[config.mk]
export PLATFORM = sky130hd
export DESIGN_NAME = button_matrix_scanner
export DESIGN_NICKNAME = d
export VERILOG_FILES = /design/src/rtl/kbd_pkg.sv /design/src/rtl/key_debounce.sv /design/src/rtl/button_matrix_scanner.sv
export SDC_FILE = /design/constraint.sdc
export NUM_CORES = 1
export LEC_CHECK = 0
export BUFFER_PORTS_ARGS = -buffer_cell sky130_fd_sc_hd__clkbuf_2
export CORE_AREA = 2 2 167 120
export DETAILED_ROUTE_END_ITERATION = 10
export DIE_AREA = 0 0 169 122
export GPL_TIMING_DRIVEN = 0
export SLEW_MARGIN = 20
export SYNTH_ARGS = -nofsm -noshare
export SYNTH_HDL_FRONTEND = slang
export SYNTH_SLANG_ARGS = --single-unit
[constraint.sdc]
create_clock -name aclk -period 3.3 [get_ports aclk]
set_clock_uncertainty 0.2 [all_clocks]
set_input_delay 0 -clock aclk [delete_from_list [all_inputs] [get_ports aclk]]
set_output_delay 0 -clock aclk [all_outputs]
set_load 0.02 [all_outputs]
[src/rtl/kbd_pkg.sv]
// kbd_pkg
// Shared constants and helpers for the key matrix scanner.
//   COL_ON / COL_OFF : column drive levels (columns are active-low)
//   key_index()      : flat key number for a (row, column) pair
//   cnt_width()      : width of a counter that must hold 0..debounce
package kbd_pkg;

  localparam logic COL_ON  = 1'b0;
  localparam logic COL_OFF = 1'b1;

  // Keys are numbered row-major so that one row of the matrix occupies a
  // contiguous run of bits in the output vectors.
  function automatic int key_index(input int r, input int c, input int n_cols);
    return r * n_cols + c;
  endfunction

  function automatic int cnt_width(input int debounce);
    return $clog2(debounce + 1);
  endfunction

endpackage

[src/rtl/key_debounce.sv]
// key_debounce
// Debounces one key of the matrix and derives its level, toggle and pulse.
//   aclk, aresetn : clock and asynchronous active-low reset
//   sample_en     : one-cycle strobe when this key's column is sampled
//   sample        : synchronised key level at that strobe, 1 = pressed
//   clear_save    : synchronous clear of the toggle latch
//   o_push        : debounced level, 1 = pressed
//   o_save        : toggles on every debounced press
//   o_press       : one-cycle pulse on every debounced press
module key_debounce
  import kbd_pkg::*;
#(
  parameter int DEBOUNCE = 4
) (
  input  logic aclk,
  input  logic aresetn,
  input  logic sample_en,
  input  logic sample,
  input  logic clear_save,
  output logic o_push,
  output logic o_save,
  output logic o_press
);

  localparam int CW = cnt_width(DEBOUNCE);
  localparam logic [CW-1:0] CNT_LAST = CW'(DEBOUNCE - 1);

  logic [CW-1:0] cnt;

  // cnt counts consecutive samples that disagree with the stable level.
  // The DEBOUNCE-th disagreeing sample flips the level instead of counting,
  // so with DEBOUNCE=1 the first differing sample flips immediately.
  // The clear is applied last so it overrides a toggle on the same edge,
  // while the press pulse is still emitted.
  always_ff @(posedge aclk or negedge aresetn) begin
    if (!aresetn) begin
      cnt     <= '0;
      o_push  <= 1'b0;
      o_save  <= 1'b0;
      o_press <= 1'b0;
    end else begin
      o_press <= 1'b0;
      if (sample_en) begin
        if (sample == o_push) begin
          cnt <= '0;
        end else if (cnt == CNT_LAST) begin
          cnt    <= '0;
          o_push <= sample;
          if (sample) begin
            o_press <= 1'b1;
            o_save  <= ~o_save;
          end
        end else begin
          cnt <= cnt + 1'b1;
        end
      end
      if (clear_save) begin
        o_save <= 1'b0;
      end
    end
  end

endmodule

[src/rtl/button_matrix_scanner.sv]
// button_matrix_scanner
// Scans an N_ROWS x N_COLS key matrix one column at a time and debounces
// every key independently.
//   aclk, aresetn  : clock and asynchronous active-low reset
//   O_BUTTON_COL   : column drive, active-low one-hot
//   I_BUTTON_ROW   : row sense, active-low, asynchronous to aclk
//   i_clear_save   : synchronous clear of all save bits
//   o_key_push     : debounced level per key (k = r*N_COLS + c)
//   o_key_save     : per-key toggle latch
//   o_key_press    : per-key one-cycle press pulse
module button_matrix_scanner
  import kbd_pkg::*;
#(
  parameter int N_ROWS   = 4,
  parameter int N_COLS   = 3,
  parameter int SCAN_DIV = 50000,
  parameter int DEBOUNCE = 4,
  localparam int K       = N_ROWS * N_COLS
) (
  input  logic              aclk,
  input  logic              aresetn,
  output logic [N_COLS-1:0] O_BUTTON_COL,
  input  logic [N_ROWS-1:0] I_BUTTON_ROW,
  input  logic              i_clear_save,
  output logic [K-1:0]      o_key_push,
  output logic [K-1:0]      o_key_save,
  output logic [K-1:0]      o_key_press
);

  localparam int DW  = $clog2(SCAN_DIV);
  localparam int CLW = $clog2(N_COLS);
  localparam logic [DW-1:0]  DIV_LAST = DW'(SCAN_DIV - 1);
  localparam logic [CLW-1:0] COL_LAST = CLW'(N_COLS - 1);

  logic [N_ROWS-1:0] row_meta;
  logic [N_ROWS-1:0] row_sync;
  logic [N_ROWS-1:0] row_pressed;
  logic [DW-1:0]     div_q;
  logic [CLW-1:0]    col_q;
  logic              tick;

  // Two-flop synchroniser. Resetting to 0 reads as "pressed" after the
  // inversion, but the first sampling tick is SCAN_DIV-1 >= 3 cycles away,
  // by which time both flops hold real pin values.
  always_ff @(posedge aclk or negedge aresetn) begin
    if (!aresetn) begin
      row_meta <= '0;
      row_sync <= '0;
    end else begin
      row_meta <= I_BUTTON_ROW;
      row_sync <= row_meta;
    end
  end

  assign row_pressed = ~row_sync;
  assign tick        = (div_q == DIV_LAST);

  // The divider wraps on every tick and the column advances on that same
  // edge, so the rows are always sampled SCAN_DIV-1 cycles after the column
  // changed, leaving the synchroniser and the matrix wiring time to settle.
  always_ff @(posedge aclk or negedge aresetn) begin
    if (!aresetn) begin
      div_q <= '0;
      col_q <= '0;
    end else if (tick) begin
      div_q <= '0;
      col_q <= (col_q == COL_LAST) ? '0 : col_q + 1'b1;
    end else begin
      div_q <= div_q + 1'b1;
    end
  end

  // Gating with aresetn keeps every column released while in reset and lets
  // column 0 appear in the very first cycle after reset lifts, so column 0
  // is driven for its full SCAN_DIV cycles like every other column.
  always_comb begin
    O_BUTTON_COL = {N_COLS{COL_OFF}};
    for (int c = 0; c < N_COLS; c++) begin
      if (aresetn && (col_q == CLW'(c))) begin
        O_BUTTON_COL[c] = COL_ON;
      end
    end
  end

  // One debouncer per key; a key only sees a sample when its own column is
  // the active one at the tick.
  for (genvar r = 0; r < N_ROWS; r++) begin : g_row
    for (genvar c = 0; c < N_COLS; c++) begin : g_col
      localparam int KI = key_index(r, c, N_COLS);

      logic sample_en;
      assign sample_en = tick && (col_q == CLW'(c));

      key_debounce #(
        .DEBOUNCE(DEBOUNCE)
      ) u_key (
        .aclk      (aclk),
        .aresetn   (aresetn),
        .sample_en (sample_en),
        .sample    (row_pressed[r]),
        .clear_save(i_clear_save),
        .o_push    (o_key_push[KI]),
        .o_save    (o_key_save[KI]),
        .o_press   (o_key_press[KI])
      );
    end
  end

endmodule

==> results of run 1 <==
[worst min-delay path by stage]
stage,end,cells after the start
detailed placement,row_meta[2],1
global route,g_row[3].g_col[0].u_key.o_push,3
global placement,row_meta[0],1
CTS,row_meta[1],2
floorplan,col_q[0],0
finish,g_row[3].g_col[0].u_key.o_push,3
[final cells by class]
| type | count | area share (%) |
|---|---|---|
| buffer | 54 | 6.37 |
| clock buffer | 9 | 4.04 |
| clock inverter | 7 | 0.964 |
| inverter | 5 | 0.336 |
| multi-input combinational | 304 | 32.9 |
| sequential | 98 | 43.9 |
| tap | 247 | 5.54 |
| timing repair buffer | 53 | 5.94 |
[sequential cells by signal (all words and copies together), names as in the netlist]
| name | cells |
|---|---|
| col_q | 2 |
| div_q | 16 |
| g_row.g_col.u_key.o_press | 12 |
| row_sync | 4 |
| row_meta | 4 |
| g_row.g_col.u_key.o_save | 12 |
| g_row.g_col.u_key.o_push | 12 |
| g_row.g_col.u_key.cnt | 36 |
[per-layer routing]
layer,wire (µm),up-vias,global-route usage (%),share of wire [%]
met4,150,0,3.15,1.4
met3,591,11,3.02,5.5
met5,0,-,0,0
li1,-,1676,-,-
met2,4320,63,15.6,40
met1,5610,1639,16.5,53
[per-stage QoR]
stage               hold WS (ps)  cell area [µm²]  util (%)  setup slack, ps
floorplan                   -496             4660         -              852
global placement           -91.1             5190      27.0              415
detailed placement          -349             5230      27.2              450
CTS                         80.8             5580      29.0              425
global route                99.9             5580      29.0              270
finish                      41.2             5580      29.0              481
[synthesized netlist by cell type]
| cell | n |
|---|---|
| buf_6 | 2 |
| o21ai_0 | 45 |
| nor2b_1 | 15 |
| o31ai_1 | 12 |
| mux2i_1 | 1 |
| o21ai_1 | 4 |
| nand4bb_1 | 2 |
| nand3_1 | 18 |
| inv_1 | 5 |
| and3_1 | 1 |
| buf_4 | 36 |
| nand2_1 | 39 |
| buf_2 | 2 |
| a22o_1 | 1 |
| o21a_1 | 12 |
| and2_1 | 1 |
| nor2_1 | 53 |
| nor4_4 | 1 |
| or3_1 | 12 |
| mux2_1 | 4 |
| xnor2_1 | 4 |
| nor3_1 | 13 |
| or4_4 | 1 |
| or2_2 | 1 |
| and4_1 | 1 |
| nand2b_1 | 2 |
| xor2_1 | 20 |
| nor4_1 | 2 |
| nand4_1 | 5 |
| ha_1 | 13 |
| or4b_4 | 1 |
| a21oi_1 | 12 |
| clkbuf_1 | 14 |
| dfrtp_1 | 98 |
| mux2_2 | 8 |
[worst max-delay path: stages (launching register included)]
cell	delay [ps]
dfrtp_1	420
or4b_4	570
nor4_4	560
nand2_1	270
clkbuf_1	310
mux2_1	370
[cell usage in the layout, fill, tap and decap left out, types with 7 or more instances in the layout]
cell type,netlist,final
or3_1,12,12
xor2_1,20,20
o31ai_1,12,12
ha_1,13,13
a21oi_1,12,12
clkbuf_2,0,44
o21ai_0,45,45
clkbuf_16,0,9
dfrtp_1,98,98
nor2b_1,15,15
o21a_1,12,12
dlygate4sd3_1,0,7
nand3_1,18,18
nand2_1,39,39
nor3_1,13,13
buf_4,36,36
clkbuf_1,14,14
nor2_1,53,53
mux2_2,8,8
[timing repair]
item | in CTS | in global routing
endpoints found under the hold margin | 104 | 0
setup endpoints to repair | 0 | 0
hold buffers | 7 | 0
buffers inserted | 0 | 0
[where the power goes]
| part | internal (µW) | switching (µW) |
|---|---|---|
| Sequential | 1210 | 1.11 |
| Clock | 516 | 478 |
| Combinational | 23.0 | 52.9 |
| Total | 1740 | 532 |
[cells by family (layout without fill, tap and decap cells)]
group                    count (synthesis)  in the layout  synth area share, %
buffers and inverters                   59            128                 8.03
AO/OA/AOI/OAI                           86             86                 10.6
adder cells (fa/ha/maj)                 13             13                 3.49
multiplexers                            13             13                 3.11
flip-flops                              98             98                 52.6
XOR/XNOR                                24             24                 4.51
AND/OR/NAND/NOR                        168            168                 17.6
==> flow_metrics.env, run 1 <==
export IMPL_fmax_ghz=0.355
export IMPL_worstMarginPinSlew_ps=738
export IMPL_cts_resized=0
export IMPL_netlist_area_um2=4660
export IMPL_total_power_uw=2280
export IMPL_grt_pass1_wl_um=17500
export IMPL_drive_gt1_share_pct=21.5
export IMPL_grt_ovfl_total=0
export IMPL_die_x_um=169
export IMPL_hold_viol_final=0
export IMPL_grt_start_max_net_pins=91
export IMPL_grt_usage_pct=11.1
export IMPL_crit_type="reg2reg"
export IMPL_dp_cells=754
export IMPL_multi_input_area_um2=1830
export IMPL_syn_nets=481
export IMPL_period_share_pct=85.4
export IMPL_power_density_nw_per_um2=408
export IMPL_rsz0062_at_grt="false"
export IMPL_netlist_instances=461
export IMPL_cts_clk_slew_worst_paths_ps=70
export IMPL_yosysSeqAreaShare_pct=52.6
export IMPL_cts_tree="done"
export IMPL_hp_class="in2async"
export IMPL_grt_pass1_vias=3242
export IMPL_slew_headroom_pct=50.6
export IMPL_ys_warn_count=0
export IMPL_slew_violations=0
export IMPL_ctsLongestPathBuffers=2
export IMPL_htreeDepth=3
export IMPL_dr_first_iter_drc_count=234
export IMPL_endpoint_kind="register"
export IMPL_fin_tns_setup_ps=0
export IMPL_endpoint="g_row[0].g_col[1].u_key.cnt[0]"
export IMPL_synth_distinct_cells=35
export IMPL_maxCapViolations=0
export IMPL_netlist_top_cells_area="dfrtp_1, buf_4, o21ai_0, nor2_1, xor2_1"
export IMPL_wl_per_cell_um=13.7
export IMPL_fin_cells=777
export IMPL_antenna_found_initial=0
export IMPL_fillCellCount=2021
export IMPL_post_drt_via_cell_ratio=4.36
export IMPL_synth_top_area_share_pct=52.6
export IMPL_io_buffers=45
export IMPL_drc=0
export IMPL_finalSetupViolCount=0
export IMPL_syn_area_per_cell_um2=10.1
export IMPL_numCtsBuffers=9
export IMPL_initial_core_util_pct=24.2
export IMPL_min_period_ps=2820
export IMPL_worstSetupStartpointType="register"
export IMPL_firstDrtPassIters=4
export IMPL_outcome="complete, no violations"
export IMPL_synth_largest_area_cell="dfrtp_1"
export IMPL_wl_um=10700
export IMPL_antenna_cells=0
export IMPL_p_leak_uw=0.00267
export IMPL_syn2layout_area_growth_pct=19.7
export IMPL_dr_total_vias=3389
export IMPL_hpwl_um=7550
export IMPL_gp_congestion=0.770
export IMPL_pin_count=46
export IMPL_rr_worst_depth=5
export IMPL_root_buffer="clkbuf_16"
export IMPL_r2r_end="g_row[0].g_col[1].u_key.cnt[0]"
export IMPL_cp_startpoint="div_q[5]"
export IMPL_peakVddDrop_mv=0.200
export IMPL_r2r_slack_ps=480
export IMPL_cp_max_fo=10
export IMPL_final_nets=545
export IMPL_arrival_ps=2850
export IMPL_clkLatencyLatePin_ps=350
export IMPL_dieHeight_um=122
export IMPL_ant_nets=0
export IMPL_rr_startpoint="div_q[5]"
export IMPL_fp_coreArea_um2=19300
export IMPL_cts_sinks=98
export IMPL_die_area_um2=20600
export IMPL_cp_required_ps=3330
export IMPL_ys_ff_latch=98
export IMPL_rows=43
export IMPL_seqCellArea_um2=2450
Power figures use the tool's default switching activity.
==> inputs of run 2 (changes only) <==
PLACE_DENSITY = 0.51   (was not set)
==> flow_metrics.env, run 2 (same netlist as run 1, synthesis figures left out) <==
export IMPL_layout_commonest_cell="dfrtp_1"
export IMPL_busiest_layer="met2"
export IMPL_rsz0062_at_grt="false"
export IMPL_max_stage_delay_ps=610
export IMPL_drc=0
export IMPL_crit_slowest_cell="nor4_4"
export IMPL_crit_type="reg2reg"
export IMPL_dr_first_iter_drc_count=182
export IMPL_slew_headroom_pct=53.8
export IMPL_worstMarginPinSlew_ps=688
export IMPL_clkPwrFrac_pct=46.9
export IMPL_seqCellArea_um2=2450
export IMPL_die_area_um2=20600
export IMPL_period_share_pct=88.3
export IMPL_rows=43
export IMPL_pin_count=46
export IMPL_p_leak_uw=0.00270
export IMPL_p_comb_share_pct=3.3
export IMPL_netSwitchingPower_uw=525
export IMPL_grt_pass1_wl_um=18400
export IMPL_hp_class="in2async"
export IMPL_antenna_found_initial=0
export IMPL_finalSetupViolCount=0
export IMPL_fin_tns_setup_ps=0
export IMPL_wl_per_cell_um=14.3
export IMPL_fp_coreArea_um2=19300
export IMPL_antenna_cells=0
export IMPL_fmax_ghz=0.343
export IMPL_largest_register_ffs=36
export IMPL_drive_gt1_share_pct=21.5
export IMPL_grt_start_max_net_pins=70
export IMPL_worstSetupStartpointType="register"
export IMPL_grt_use_met2_pct=17.1
export IMPL_syn2layout_area_growth_pct=20.8
export IMPL_grt_usage_pct=11.6
export IMPL_dr_total_vias=3373
export IMPL_ant_nets=0
export IMPL_top_regs="g_row.g_col.u_key.cnt x36, div_q x16"
export IMPL_internal_power_uw=1900
export IMPL_min_period_ps=2920
export IMPL_root_buffer="clkbuf_16"
export IMPL_grt_util_met3_pct=2.70
export IMPL_multi_input_area_um2=1830
export IMPL_io_buffers=45
export IMPL_dieHeight_um=122
export IMPL_fillCellCount=1999
export IMPL_firstDrtPassIters=4
export IMPL_initial_core_util_pct=24.2
export IMPL_maxCapViolations=0
export IMPL_gp_congestion=0.783
export IMPL_share_seq_of_total_power_pct=49.8
export IMPL_clkLatencyLatePin_ps=340
export IMPL_dp_cells=754
export IMPL_layout_common_cells="dfrtp_1, nor2_1, o21ai_0"
export IMPL_grt_pass1_vias=3406
export IMPL_switching_share_pct=21.7
export IMPL_use_met1_pct=16.9
export IMPL_hpwl_um=7820
export IMPL_wl_um=11100
export IMPL_endpoint_kind="register"
export IMPL_cts_setup_buffers=0
export IMPL_cts_sinks=98
export IMPL_cp_cell_sequence="or4b_4, nor4_4, nand2_1, clkbuf_1, mux2_1"
export IMPL_power_density_nw_per_um2=430
export IMPL_htreeDepth=3
export IMPL_post_drt_via_cell_ratio=4.34
export IMPL_numCtsBuffers=9
export IMPL_slew_violations=0
export IMPL_cp_max_fo=10
export IMPL_top_register="g_row.g_col.u_key.cnt"
export IMPL_ctsLongestPathBuffers=2
export IMPL_hold_viol_final=0
export IMPL_cp_required_ps=3330
export IMPL_cts_clk_slew_worst_paths_ps=70
export IMPL_peakVddDrop_mv=0.210
export IMPL_die_x_um=169
export IMPL_cts_tree="done"
export IMPL_final_nets=545
export IMPL_arrival_ps=2940
export IMPL_fin_cells=777
export IMPL_outcome="complete, no violations"
export IMPL_grt_ovfl_total=0
run 2: per-stage QoR:
stage	instance area, µm²	worst slack, ps	total power [µW]	util, %	hold slack, ps
floorplan	4660	852	1260	-	-496
global placement	5190	400	1290	27.0	-92.0
detailed placement	5230	361	1300	27.2	-271
CTS	5630	323	2450	29.2	28.4
global route	5630	185	2520	29.2	20.8
finish	5630	385	2420	29.2	16.2
run 2: area by class of cell:
type	count	area share, %
multi-input cells	304	32.6
repair buffers	53	6.07
inverters	5	0.333
flip-flops and latches	98	43.6
well taps	247	5.49
clock buffers	10	4.07
clock inverters	6	1.60
plain buffers	54	6.31
run 2: repair_timing:
action	4_1_cts	5_1_grt
hold buffers	7	0
endpoints found under the hold margin	104	0
gates resized for setup	0	0
run 2: final timing paths:
check                                      from                              to  slack (ps)  cells after the start
min in group aclk               I_BUTTON_ROW[1]                     row_meta[1]          90                      2
worst min register to register      row_meta[3]                     row_sync[3]         150                      0
max in group asynchronous               aresetn  g_row[1].g_col[0].u_key.o_save        2530                      3
worst max register to register         div_q[7]  g_row[1].g_col[0].u_key.cnt[0]         380                      5
worst min-delay path                    aresetn                     row_sync[3]          20                      3
worst max-delay path                   div_q[7]  g_row[1].g_col[0].u_key.cnt[0]         380                      5
run 2: layer usage:
| layer | share of wire (%) | routed length (µm) |
|---|---|---|
| met1 | 54 | 5960 |
| met4 | 0.95 | 106 |
| met3 | 3.7 | 409 |
| met2 | 42 | 4660 |
| met5 | 0 | 0 |
run 2: power by group through the flow:
| stage | Clock [µW] | Combinational [µW] | Sequential (µW) |
|---|---|---|---|
| floorplan | 0 | 27.9 | 1230 |
| global placement | 0 | 64.7 | 1230 |
| detailed placement | 0 | 71.9 | 1230 |
| CTS | 1170 | 81.7 | 1210 |
| global route | 1220 | 89.7 | 1210 |
| finish | 1140 | 78.7 | 1210 |
run 2: worst max-delay path, delay by kind of cell (launching register included):
family,cells,cell delay (ps)
buffers and inverters,1,320
multiplexers,1,360
flip-flops,1,430
AND/OR/NAND/NOR,3,1480
